## src/rtl/prog_loader_pkg.sv

```systemverilog
// Shared definitions for the serial program loader: FSM encodings and frame constants.
package prog_loader_pkg;

  typedef enum logic [1:0] {
    LD_LEN,
    LD_DATA,
    LD_RUN,
    LD_ERR
  } loader_state_t;

  typedef enum logic [1:0] {
    RX_IDLE,
    RX_START,
    RX_DATA,
    RX_STOP
  } rx_state_t;

  localparam int unsigned DATA_BITS = 8;
  localparam int unsigned STOP_BITS = 1;

endpackage

```

## src/rtl/uart_rx_byte.sv

```systemverilog
// 8N1 byte receiver on an already-synchronised line; samples mid-bit after a validated start.
module uart_rx_byte
  import prog_loader_pkg::*;
#(
  parameter int unsigned CLKS_PER_BIT = 4
) (
  input  logic       clk,
  input  logic       reset,
  input  logic       rx,
  output logic       byte_valid,
  output logic [7:0] byte_data,
  output logic       frame_err,
  output logic       frame_start
);

  localparam int unsigned CNT_W = $clog2(CLKS_PER_BIT);
  localparam int unsigned IDX_W = $clog2(DATA_BITS);
  localparam logic [CNT_W-1:0] HALF_M1  = CNT_W'(CLKS_PER_BIT / 2 - 1);
  localparam logic [CNT_W-1:0] FULL_M1  = CNT_W'(CLKS_PER_BIT - 1);
  localparam logic [IDX_W-1:0] LAST_BIT = IDX_W'(DATA_BITS - 1);

  rx_state_t        state;
  logic [CNT_W-1:0] cnt;
  logic [IDX_W-1:0] bit_idx;
  logic [7:0]       shift;

  always_ff @(posedge clk or posedge reset) begin
    if (reset) begin
      state       <= RX_IDLE;
      cnt         <= '0;
      bit_idx     <= '0;
      shift       <= '0;
      byte_valid  <= 1'b0;
      byte_data   <= '0;
      frame_err   <= 1'b0;
      frame_start <= 1'b0;
    end else begin
      byte_valid  <= 1'b0;
      frame_err   <= 1'b0;
      frame_start <= 1'b0;
      unique case (state)
        RX_IDLE: begin
          cnt <= '0;
          if (!rx) state <= RX_START;
        end
        RX_START: begin
          if (cnt == HALF_M1) begin
            cnt     <= '0;
            bit_idx <= '0;
            if (rx) begin
              state <= RX_IDLE;
            end else begin
              state       <= RX_DATA;
              frame_start <= 1'b1;
            end
          end else begin
            cnt <= cnt + 1'b1;
          end
        end
        RX_DATA: begin
          if (cnt == FULL_M1) begin
            cnt     <= '0;
            shift   <= {rx, shift[7:1]};
            bit_idx <= bit_idx + 1'b1;
            if (bit_idx == LAST_BIT) state <= RX_STOP;
          end else begin
            cnt <= cnt + 1'b1;
          end
        end
        RX_STOP: begin
          if (cnt == FULL_M1) begin
            cnt   <= '0;
            state <= RX_IDLE;
            if (rx) begin
              byte_valid <= 1'b1;
              byte_data  <= shift;
            end else begin
              frame_err <= 1'b1;
            end
          end else begin
            cnt <= cnt + 1'b1;
          end
        end
        default: state <= RX_IDLE;
      endcase
    end
  end

endmodule

```

## src/rtl/prog_loader.sv

```systemverilog
// Boot loader: length byte then that many program bytes written from address 0, then releases the core.
module prog_loader
  import prog_loader_pkg::*;
#(
  parameter int unsigned CLKS_PER_BIT = 4,
  parameter int unsigned ADDR_W       = 4
) (
  input  logic              clk,
  input  logic              reset,
  input  logic              rx,
  output logic              mem_we,
  output logic [ADDR_W-1:0] mem_addr,
  output logic [7:0]        mem_wdata,
  output logic              run,
  output logic              busy,
  output logic              err
);

  localparam int unsigned DEPTH = 1 << ADDR_W;

  logic          rx_meta, rx_sync;
  logic          byte_valid, frame_err, frame_start;
  logic [7:0]    byte_data;
  loader_state_t state;
  logic [7:0]    remaining;
  logic [ADDR_W:0] addr;

  always_ff @(posedge clk or posedge reset) begin
    if (reset) begin
      rx_meta <= 1'b1;
      rx_sync <= 1'b1;
    end else begin
      rx_meta <= rx;
      rx_sync <= rx_meta;
    end
  end

  uart_rx_byte #(
    .CLKS_PER_BIT(CLKS_PER_BIT)
  ) u_rx (
    .clk        (clk),
    .reset      (reset),
    .rx         (rx_sync),
    .byte_valid (byte_valid),
    .byte_data  (byte_data),
    .frame_err  (frame_err),
    .frame_start(frame_start)
  );

  // The final write moves to RUN; run/busy update one cycle later so run follows the last mem_we.
  always_ff @(posedge clk or posedge reset) begin
    if (reset) begin
      state     <= LD_LEN;
      remaining <= '0;
      addr      <= '0;
      mem_we    <= 1'b0;
      mem_addr  <= '0;
      mem_wdata <= '0;
      run       <= 1'b0;
      busy      <= 1'b0;
      err       <= 1'b0;
    end else begin
      mem_we <= 1'b0;
      unique case (state)
        LD_LEN: begin
          if (frame_err) begin
            state <= LD_ERR;
            err   <= 1'b1;
            busy  <= 1'b0;
          end else if (byte_valid) begin
            if (byte_data == 8'd0) begin
              state <= LD_RUN;
              run   <= 1'b1;
              busy  <= 1'b0;
            end else if (32'(byte_data) > DEPTH) begin
              state <= LD_ERR;
              err   <= 1'b1;
              busy  <= 1'b0;
            end else begin
              state     <= LD_DATA;
              remaining <= byte_data;
              addr      <= '0;
            end
          end else if (frame_start) begin
            busy <= 1'b1;
          end
        end
        LD_DATA: begin
          if (frame_err) begin
            state <= LD_ERR;
            err   <= 1'b1;
            busy  <= 1'b0;
          end else if (byte_valid) begin
            mem_we    <= 1'b1;
            mem_addr  <= addr[ADDR_W-1:0];
            mem_wdata <= byte_data;
            addr      <= addr + 1'b1;
            remaining <= remaining - 1'b1;
            if (remaining == 8'd1) state <= LD_RUN;
          end else if (frame_start) begin
            busy <= 1'b1;
          end
        end
        LD_RUN: begin
          run  <= 1'b1;
          busy <= 1'b0;
        end
        LD_ERR: begin
          err  <= 1'b1;
          busy <= 1'b0;
        end
        default: state <= LD_ERR;
      endcase
    end
  end

endmodule

```

## config.mk

```make
export PLATFORM = sky130hd
export DESIGN_NAME = prog_loader
export DESIGN_NICKNAME = d
export VERILOG_FILES = /design/src/rtl/prog_loader_pkg.sv /design/src/rtl/uart_rx_byte.sv /design/src/rtl/prog_loader.sv
export SDC_FILE = /design/constraint.sdc
export NUM_CORES = 1
export LEC_CHECK = 0
export CAP_MARGIN = 20
export CORE_MARGIN = 4
export CORE_UTILIZATION = 34
export CTS_CLUSTER_DIAMETER = 50
export DETAILED_ROUTE_END_ITERATION = 8
export PLACE_DENSITY = 0.54
export SLEW_MARGIN = 20
export SYNTH_ARGS = -nofsm -noshare
export SYNTH_HDL_FRONTEND = slang
export SYNTH_SLANG_ARGS = --single-unit
export TNS_END_PERCENT = 30
```

## constraint.sdc

```tcl
create_clock -name clk -period 2.73 [get_ports clk]
set_input_delay 0.4095 -clock clk [delete_from_list [all_inputs] [get_ports clk]]
set_output_delay 0.4095 -clock clk [all_outputs]
set_load 0.02 [all_outputs]
```

==> results of run 1 <==
## final timing paths
check / from / end
worst max-delay path: state[0] / mem_wdata[2]
worst min-delay path: rx_meta / rx_sync
worst max register to register: state[0] / mem_wdata[2]
worst min register to register: rx_meta / rx_sync
max in group asynchronous: reset / rx_meta
min in group asynchronous: reset / remaining[7]
## power groups by stage
stage / clock [W] / sequential, W / combinational, W
final: 0.000901 / 0.00111 / 0.000518
after floorplan: 0 / 0.00105 / 0.000476
after global placement: 0 / 0.00113 / 0.000526
after detailed placement: 0 / 0.00113 / 0.000520
after CTS: 0.000931 / 0.00111 / 0.000521
after global routing: 0.000968 / 0.00114 / 0.000589
## synth_stat cells (4+ instances only)
library cell / instances / share of area (%)
a21oi_1: 16 / 3.0
clkbuf_1: 4 / 0.56
dfrtp_1: 56 / 52
ha_1: 8 / 3.7
inv_1: 12 / 1.7
mux2_2: 26 / 11
mux2i_1: 4 / 1.5
nand2_1: 9 / 1.2
nand2b_1: 5 / 1.2
nor2_1: 12 / 1.7
nor4_1: 4 / 0.93
o21ai_0: 8 / 1.5
## stage by stage
stage                     cell area, um^2  setup WS, ns  instances  hold slack [ns]
after floorplan                      2700         0.896        227            0.345
after global placement               2980         0.726        339            0.347
after detailed placement             2980         0.720        339            0.348
after CTS                            3200         0.709        355            0.358
after global routing                 3200         0.604        355            0.366
final                                3200         0.704        355            0.356
## layer usage
| layer | vias to the layer above | track usage (%) | part of all wire (%) |
|---|---|---|---|
| li1 | 869 | - | - |
| met1 | 903 | 15.4 | 46 |
| met2 | 51 | 17.8 | 47 |
| met3 | 11 | 5.46 | 5.5 |
| met4 | 0 | 4.75 | 1.6 |
| met5 | - | 0 | 0 |
## kinds of logic (layout without fill, tap and decap cells)
family | count (synthesis) | after routing | share of synthesized area (%)
DFF | 58 | 58 | 53.8
and+or+nand+nor | 55 | 55 | 12.4
AOI/OAI and AO/OA | 50 | 50 | 12.4
muxes | 33 | 33 | 13.7
buffers and inverters | 23 | 49 | 4.03
adders and majority gates | 8 | 8 | 3.70
## cell type report
cell class,count,area share [%]
clock inverter,6,2.77
inverter,13,1.52
timing repair buffer,20,6.48
sequential,58,45.4
clock buffer,10,4.30
tap,102,3.98
multi-input combinational,146,35.6
## placed cells by master, fill, tap and decap left out, types with 2 or more instances in the layout
master and count:
nor3b_1 3, or4_1 3, o21ai_0 8, dfrtp_1 56, a21o_1 2, inv_1 11
nor4_1 4, nor3_1 3, clkinvlp_4 2, dfstp_2 2, and4_1 2, nand3_1 3
o22ai_1 3, mux2_1 2, a22oi_1 3, clkdlybuf4s50_1 18, mux2i_1 4, nand2_1 9
clkbuf_8 10, ha_1 8, bufinv_16 2, a21oi_1 16, mux2_2 26, nand2b_1 5
o221ai_1 2, a41oi_1 2, nor2_1 12
## sequential cells by signal, indices dropped and copies added, names as in the netlist, named ones only
signal            flops
mem_wdata             8
remaining             8
u_rx.byte_data        8
u_rx.shift            8
addr                  4
mem_addr              4
u_rx.bit_idx          3
state                 2
u_rx.cnt              2
busy                  1
err                   1
mem_we                1
run                   1
rx_meta               1
rx_sync               1
u_rx.byte_valid       1
u_rx.frame_err        1
u_rx.frame_start      1
u_rx.state            1
## worst register-to-register path: cells and delay by family, from the launching register on
family,cells,cell delay [ns]
multiplexers,1,0.39
buffers and inverters,1,0.46
flip-flops,1,0.64
AND/OR/NAND/NOR,1,0.42
==> results.cfg, run 1 <==
[setup_path]
cp.required_ns = 2.95
cp.arrival_ns = 2.25
critical_path_cell_count = 3
cp_slowest_stage_delay_ns = 0.64
slowest_stage = dfrtp_1
path_delay_family = flip-flops
cp-end-kind = flip-flop
startpoint_type = flip-flop
crit_buf_inv = 1
r2r_cells = 3
worstSetupPathType = reg2reg
crit_chain = clkinv_1 > nor2_8 > mux2_2
critPathMaxFanout = 19
r2r_setup_slack_ns = 0.70

[power_and_ir_drop]
vdd_drop_max_v = 0.000487
p_seq_share_pct = 44.0
power.density_mw_per_mm2 = 790
power.internal_w = 0.00174
power.switching_w = 0.000788
p_leak_nw = 1.48
p_sw_share_pct = 31.1
power_frac_comb_pct = 20.5
p_total_w = 0.00253
clkPwrFrac_pct = 35.6

[timing]
finalCritPeriodShare_pct = 74.2
setup_tns_ns = 0
max_freq_mhz = 493
worst_pin_slew_ns = 0.559
setup_viol = 0
period_needed_ns = 2.03
rsz0062_at_grt = false
finClkSkew_ns = 0.00881
max-slew-margin-rel_pct = 62.7
slew_violations = 0
hold_viol = 0

[routing]
ant_nets = 0
drtIter0Drc = 140
finalWirelength_mm = 5.29
drc = 0
vias_per_cell = 5.17
firstDrtPassIters = 4
post_drt_wl_per_cell_um = 14.9
vias = 1834

[yosys]
ys_seq_area_share_pct = 53.8
synthCells = 227
synth_warnings = 0
avgSynthCellArea_um2 = 11.9
syn-num-nets = 238
ys_types = 55
synth_edf_count = 0
synthArstFlopShare_pct = 100
syn_area_mm2 = 0.00270
ys_ff_latch = 58
ys.flop_type = dfrtp_1

[clock_tree]
cts_buffer_depth = 2
clk_pin_slew_ns = 0.07
post_cts_buffers = 0
cts-root-buf = clkbuf_8
cts_max_level = 3
ctsResizeCount = 0
cts_made_buffers = 9
cts_tree = yes
clock_latency_ns = 0.34
hold_buffers = 0
cts.sinks = 58

[grt]
grt_pass1_wl_mm = 9.05
gr-total-overflow = 0
grt_usage_pct = 12.1
antenna_found_initial = 0
grt_pass1_vias = 1820
grt_max_degree = 59

[finish]
seq_area_mm2 = 0.00145
drive_above_1_share_pct = 20.9
layout.nets = 259
final_util_pct = 41.5
area_growth_pct = 18.6
multiInputGateArea_mm2 = 0.00114
nFillCells = 737
num_antenna_cells = 0

[placed_design]
gp_congestion = 0.856
portBuffers = 18
hpwl_mm = 3.52

[hold_path]
hold_depth = 0
hold_class = reg2reg

[die]
rows = 32
die_h_um = 97.2
io_pins = 19
die_area_mm2 = 0.00944
start_util_pct = 35.0
dieWidth_um = 97.2
core_area_mm2 = 0.00773

[status]
status = finished clean

[job]
maxCapViolCount = 0
Note: power is estimated with default switching activity, not from simulation.
==> run 2: changes to the inputs <==
Clock period 2.73 ns to 1.91 ns, I/O delays scaled along.
==> run 2 against run 1 <==
Fmax grew 13%. Highest routed layer unchanged. Worst hold slack lost 0.043 ns. Via count grew 3.2%. Clock skew shrank 0.0032 ns. Sequential share of layout area shrank 1.5 points. Global-route usage grew 0.47 points. First-iteration DRC count shrank 46%.
==> results.cfg, run 2 (synthesis gave the netlist of run 1 again) <==
[status]
status = finished clean

[routing]
wl_met1_mm = 2.50
vias_per_cell = 5.06
firstDrtPassIters = 6
drc = 0
vias = 1892
wl_met2_mm = 2.66
drtIter0Drc = 75
top_layer = met4
finalWirelength_mm = 5.44
post_drt_wl_per_cell_um = 14.5
wl_met3_um = 215
ant_nets = 0

[finish]
final_util_pct = 42.8
drive_above_1_share_pct = 26.5
layout.nets = 278
final_common_cell = dfrtp_1
mostFrequentLayoutCells = dfrtp_1 (56), mux2_2 (26), buf_4 (20)
nFillCells = 744
num_antenna_cells = 0
fin_cells = 374
fin_area_mm2 = 0.00331
area_growth_pct = 22.5

[timing]
setup_viol = 0
finClkSkew_ns = 0.00562
finalCritPeriodShare_pct = 94.2
period_needed_ns = 1.80
rsz0062_at_grt = true
max-slew-margin-rel_pct = 68.8
slew_violations = 0
worst_pin_slew_ns = 0.464
max_freq_mhz = 556
hold_viol = 0

[power_and_ir_drop]
clkPwrFrac_pct = 30.0
vdd_drop_max_v = 0.000589
power.switching_w = 0.00112
p_seq_share_pct = 42.8
power.density_mw_per_mm2 = 1060
power_frac_comb_pct = 27.1
p_leak_nw = 1.56
p_sw_share_pct = 31.9
p_total_w = 0.00351
power.internal_w = 0.00239

[setup_path]
startpoint_type = flip-flop
critPathMaxFanout = 5
worstSetupPathType = reg2reg
r2r_cells = 6
r2r_start = remaining[0]
timing.rr.end = remaining[6]
r2r_setup_slack_ns = 0.11
cp-end-kind = flip-flop
cp.required_ns = 2.13
cp.arrival_ns = 2.02

[clock_tree]
clock_latency_ns = 0.33
cts_tree = yes
cts_max_level = 3
cts-root-buf = clkbuf_8
cts.sinks = 58
hold_buffers = 0
cts_buffer_depth = 2
post_cts_buffers = 0
clk_pin_slew_ns = 0.07
ctsResizeCount = 0
cts_made_buffers = 9

[grt]
grt_pass1_wl_mm = 9.56
grt_max_degree = 59
grt_usage_pct = 12.5
grt_pass1_vias = 1946
antenna_found_initial = 0
gr-total-overflow = 0

[die]
start_util_pct = 35.0
io_pins = 19
dieWidth_um = 97.2
core_area_mm2 = 0.00773
die_h_um = 97.2
die_area_mm2 = 0.00944
rows = 32

[hold_path]
hold_class = in2async

[placed_design]
dpl_cell_area_mm2 = 0.00312
gp_congestion = 0.830
placed_cells = 358
portBuffers = 18
hpwl_mm = 3.76

[job]
maxCapViolCount = 0
run 2: worst max-delay path by stage:
stage | start | to | slack (ns) | cells after the start
final | remaining[0] | remaining[6] | 0.11 | 6
after global routing | u_rx.byte_data[3] | remaining[5] | -0.0002 | 5
after CTS | u_rx.byte_data[3] | remaining[3] | 0.01 | 4
after detailed placement | u_rx.byte_data[3] | remaining[3] | 0.02 | 4
after global placement | u_rx.byte_data[3] | remaining[3] | 0.01 | 4
after floorplan | reset | asynchronous set/reset pin | 0.20 | 1
run 2: layer usage:
metal / track usage (%) / vias to the layer above
li1: - / 911
met4: 3.56 / 0
met2: 20.2 / 28
met1: 15.4 / 946
met5: 0 / -
met3: 5.17 / 7
run 2: through the flow:
step                      hold WS (ns)  setup slack, ns    TNS, ns
after floorplan                  0.291            0.199          0
after global placement           0.349           0.0117          0
after detailed placement         0.348           0.0155          0
after CTS                        0.329           0.0115          0
after global routing             0.333        -0.000223  -0.000223
final                            0.314            0.110          0
run 2: cell type report:
type                       count  area [um^2]  area share (%)
tap                          102          128            3.85
clock inverter                 4         25.0           0.756
sequential                    58         1450            43.9
clock buffer                  12          165            4.99
timing repair buffer          39          350            10.6
multi-input combinational    146         1140            34.4
inverter                      13         48.8            1.47
run 2: power by group through the flow:
| stage | Combinational, W | Sequential (W) | Clock (W) |
|---|---|---|---|
| 2_1_floorplan | 0.000680 | 0.00151 | 0 |
| 3_3_place_gp | 0.000948 | 0.00152 | 0 |
| 3_5_place_dp | 0.000951 | 0.00153 | 0 |
| 4_1_cts | 0.000956 | 0.00151 | 0.00110 |
| 5_1_grt | 0.00107 | 0.00153 | 0.00115 |
| 6_report | 0.000953 | 0.00150 | 0.00105 |
run 2: critical path, cell delays in order, from the launching register on:
cell	delay, ns
dfrtp_1	0.43
inv_1	0.10
ha_1	0.18
or3b_2	0.51
nor2_1	0.11
nand4_1	0.10
a32o_1	0.26
==> run 3: changes to the inputs <==
--- a/config.mk
+++ b/config.mk
@@ -16,3 +16,2 @@
 export SYNTH_HDL_FRONTEND = slang
 export SYNTH_SLANG_ARGS = --single-unit
-export TNS_END_PERCENT = 30
==> constraint.sdc (replaced) <==
create_clock -name clk -period 1.91 [get_ports clk]
set_input_delay 0.382 -clock clk [delete_from_list [all_inputs] [get_ports clk]]
set_output_delay 0.382 -clock clk [all_outputs]
set_load 0.02 [all_outputs]
==> results of run 3 <==
The final DEF is identical to that of run 2. Status: finished clean.
Main changes from that run: hold slack 0.314 ns -> 0.356 ns
==> patch 1, RTL diff (settings of run 3) <==
The package constant `DATA_BITS` goes from 8 to 32.
--- a/src/rtl/prog_loader_pkg.sv
+++ b/src/rtl/prog_loader_pkg.sv
@@ -15,7 +15,7 @@
     RX_STOP
   } rx_state_t;
 
-  localparam int unsigned DATA_BITS = 8;
+  localparam int unsigned DATA_BITS = 32;
   localparam int unsigned STOP_BITS = 1;
 
 endpackage
Function: same outputs for any inputs over 10 cycles, from zero or initial values and one cycle with reset high; that may be too few to reach the edited logic, so the function may still have changed.
==> patch 1 against run 3 <==
  * Setup slack worse by 0.015 ns
  * Sequential cell count up 2
  * Routed wire length up 12%
  * Utilization decreased by 0.20 points
  * Highest routed layer unchanged
  * Largest cell class unchanged
  * Final area rose by 5.3%
  * Synthesized cell count grew 13%
  * Total power is 6.4% higher
  * Cell count is 8.3% higher
  * Critical path type unchanged
  * Area after synthesis grew 5.6%
  * Worst hold slack lost 0.023 ns
==> patch 1: results (changes against run 3) <==
| Metric | Value |
|---|---|
| Hold Path Class | input pin to async pin |
| Via-to-Cell Ratio | 5.11 (+0.98%) |
| # nets final | 306 (+10%) |
| DP Worst Slack | 0.105 ns (+0.0898 ns) |
| Initial DRC Count | 70 (-6.7%) |
| Peak supply drop | 509 uV (-14%) |
| Largest net degree at the start of global routing | 23 (-61%) |
| Top cells by area, synth | dfrtp_1 (51%), mux2_2 (7.1%), nand2_1 (4.6%) |
| Met3 usage | 0.0365 (-0.0152) |
| Drt total wl | 6080 um (+12%) |
| Fin Hold WS | 0.333 ns (-0.0228 ns) |
| GPL Wtd Cong | 0.779 (-6.1%) |
| Worst reg2reg endpoint | err |
| Overall Global Routing Usage | 0.136 (+0.0102) |
| Number of global-route vias before repair | 2,133 (+9.6%) |
| Leak pwr | 1.64 nW (+5.5%) |
| DR WL/cell | 15.0 um (+3.3%) |
| Pre-antenna DRT Iters | 4 (-2) |
| Post-DP Area | 0.00327 mm2 (+4.9%) |
| Worst Skew | 0.00887 ns (+0.00325 ns) |
| Syn_nets | 267 (+12%) |
| GR Util met2 | 0.236 (+0.0333) |
| Register area share after synthesis | 0.527 (-0.0108) |
| R2R Setup Slk | 0.09 ns (-0.02 ns) |
| Post-Place Cells | 388 (+8.4%) |
| Layout cells sized above 1 | 0.237 (-0.0280) |
| FF-to-FF path depth | 4 (-2) |
| Status | completed |
| Avg Synthesized Cell Area | 11.1 um2 (-6.4%) |
| Reg-to-Reg Start | u_rx.byte_data[3] |
| Dpl hpwl | 4370 um (+16%) |
| CP top delay family | compound AO/OA/AOI/OAI gates |
| Critical path's slowest cell | or4_1 |
-- patch 1: changes by cell type after synthesis, moves of 3 or more --
| cell | before | now |
|---|---|---|
| a211oi_1 | 1 | 6 |
| nor3b_1 | 3 | 0 |
| a21oi_1 | 16 | 11 |
| nor3_1 | 3 | 7 |
| nand2_1 | 9 | 35 |
| a31oi_1 | 1 | 4 |
| mux2_2 | 26 | 18 |
| o21ai_0 | 8 | 5 |
| a22oi_1 | 3 | 0 |
-- patch 1: layer usage --
layer	routed length (um)	vias up
met4	80	0
met5	0	-
li1	-	1008
met1	2710	1019
met2	3090	35
met3	197	7
-- patch 1: how the worst max path moves through the flow --
stage                           start           end  cells after the start
floorplan                       reset     async pin                      1
global placement    u_rx.byte_data[2]  remaining[2]                      4
detailed placement  u_rx.byte_data[2]           err                      4
CTS                 u_rx.byte_data[2]           err                      4
global route        u_rx.byte_data[4]  remaining[1]                      6
finish              u_rx.byte_data[3]           err                      4
-- patch 1: cell type report --
class | count | area, um2 | share of cell area
Sequential cell | 60 | 1510 | 0.432
Multi-Input combinational cell | 174 | 1260 | 0.361
Timing Repair Buffer | 38 | 355 | 0.102
Clock buffer | 11 | 151 | 0.0434
Tap cell | 105 | 131 | 0.0377
Inverter | 12 | 45.0 | 0.0129
Clock inverter | 5 | 36.3 | 0.0104
-- patch 1: cell families after synthesis --
kind of cell,share of synthesized area
flip-flops,0.527
adder cells (fa/ha/maj),0.0351
buffers and inverters,0.0364
multiplexers,0.0934
XOR/XNOR,0.00307
AO/OA/AOI/OAI,0.144
AND/OR/NAND/NOR,0.161
-- patch 1: what timing repair did --
action,4_1_cts,5_1_grt
endpoints found under the hold margin,0,0
resized for setup,0,4
setup endpoints to repair,0,6
buffers inserted,0,1
-- patch 1: power by group --
group	switching [mW]	internal, mW
Sequential	0.203	1.44
Combinational	0.580	0.467
Clock	0.502	0.540
Total	1.28	2.45
==> patch 2, RTL diff (config.mk and constraints of run 3) <==
Made on the original files. Re-encode `loader_state_t` (4 states) as one-hot, 4 bits wide.
--- a/src/rtl/prog_loader_pkg.sv
+++ b/src/rtl/prog_loader_pkg.sv
@@ -1,11 +1,11 @@
 // Shared definitions for the serial program loader: FSM encodings and frame constants.
 package prog_loader_pkg;
 
-  typedef enum logic [1:0] {
-    LD_LEN,
-    LD_DATA,
-    LD_RUN,
-    LD_ERR
+  typedef enum logic [3:0] {
+    LD_LEN  = 4'b0001,
+    LD_DATA = 4'b0010,
+    LD_RUN  = 4'b0100,
+    LD_ERR  = 4'b1000
   } loader_state_t;
 
   typedef enum logic [1:0] {
Behaviour: no difference found for any inputs over 10 cycles, from zero or initial values and one cycle with reset high; not proved beyond that.
==> patch 2 against run 3 <==
  * The run now ends with setup timing left
  * Sequential cell count rose by 2
  * Setup slack got worse by 0.20 ns
  * Routed wire length rose by 4.3%
  * First-iteration DRC count rose by 23%
  * Critical path depth fell by 1
  * Clock skew barely moved
  * Area after synthesis rose by 3.3%
  * Via count rose by 8.5%
  * Final area rose by 7.6%
  * Die area rose by 3.0%
  * Critical endpoint is now remaining[5]
  * Highest routed layer unchanged
Power is not compared: it rests on default switching activity, and its combinational part moved more than twofold at a synthesized area within 25%.
==> patch 2: results (changes against run 3) <==
| Metric | Value |
|---|---|
| Status | complete, but fails checks |
| Violated checks | setup timing |
| Filler-free cell count of the finished design | 423 (+13%) |
| Register area share after synthesis | 0.539 (+0.00126) |
| Syn_nets | 281 (+18%) |
| FF-to-FF path depth | 5 (-1) |
| Non-clk bufs | 47 (+21%) |
| Clk sinks | 60 (+3.4%) |
| Filler Cells Inserted | 755 (+1.5%) |
| Largest net degree at the start of global routing | 61 (+3.4%) |
| ClkCell Share | 0.0614 (+0.00400) |
| GR Util met2 | 0.188 (-0.0140) |
| # setup viols final | 10 (+10) |
| Overall Global Routing Usage | 0.124 (-0.00142) |
| CP peak stage delay | 0.53 ns (+0.02 ns) |
| Met1 usage | 0.163 (+0.00843) |
| # nets final | 327 (+18%) |
| Mux cell area share after synthesis | 0.0758 (-0.0613) |
| Synth cell types | 44 (-20%) |
| Invs w/o clock | 11 (-2) |
| Multi-input comb cells | 187 (+28%) |
| Critical path's slowest cell | dfstp_2 |
| Arr. time, crit path | 2.22 ns (+0.20 ns) |
| Met1 Wirelength | 2620 um (+5.1%) |
| Compound-gate portion of the synthesized area | 0.103 (-0.0210) |
| GPL Wtd Cong | 0.835 (+0.70%) |
| Top cells by area, synth | dfrtp_1 (51%), nand2_1 (7.0%), mux2_2 (6.9%) |
| DP Worst Slack | -0.191 ns (-0.206 ns) |
| Met2 WL | 2740 um (+2.8%) |
| CP max FO | 8 (+3) |
| Met3 usage | 0.0389 (-0.0128) |
| Worst Skew | 0.00520 ns (-0.000419 ns) |
| Capture point of the worst path | remaining[5] |
| CP startpoint | state[0] |
| Final worst slack | -0.0893 ns (-0.200 ns) |
| Relative slew slack | 0.648 (-0.0402) |
[patch 2: changes by cell type in the layout (fill, tap and decap cells not counted), sizes merged, moves of 4 or more]
cell    delta
nand2b     +4
nor3       +4
a21oi      -5
a211oi     +4
nor2       +4
nand2     +43
nand3      +7
buf        +8
mux2      -12
[patch 2: cells by family (layout without fill, tap and decap cells)]
| logic type | count (synthesis) | count (layout) |
|---|---|---|
| multiplexers | 19 | 19 |
| XOR/XNOR | 3 | 3 |
| AND/OR/NAND/NOR | 113 | 113 |
| flip-flops | 60 | 60 |
| buffers and inverters | 23 | 74 |
| AO/OA/AOI/OAI | 44 | 44 |
| adder cells (fa/ha/maj) | 8 | 8 |
[patch 2: repair_timing]
| action | CTS | global route |
|---|---|---|
| gates resized for setup | 11 | 7 |
| buffers inserted | 0 | 3 |
| pin swaps | 1 | 3 |
| hold endpoints to repair | 0 | 0 |
| setup endpoints to repair | 17 | 17 |
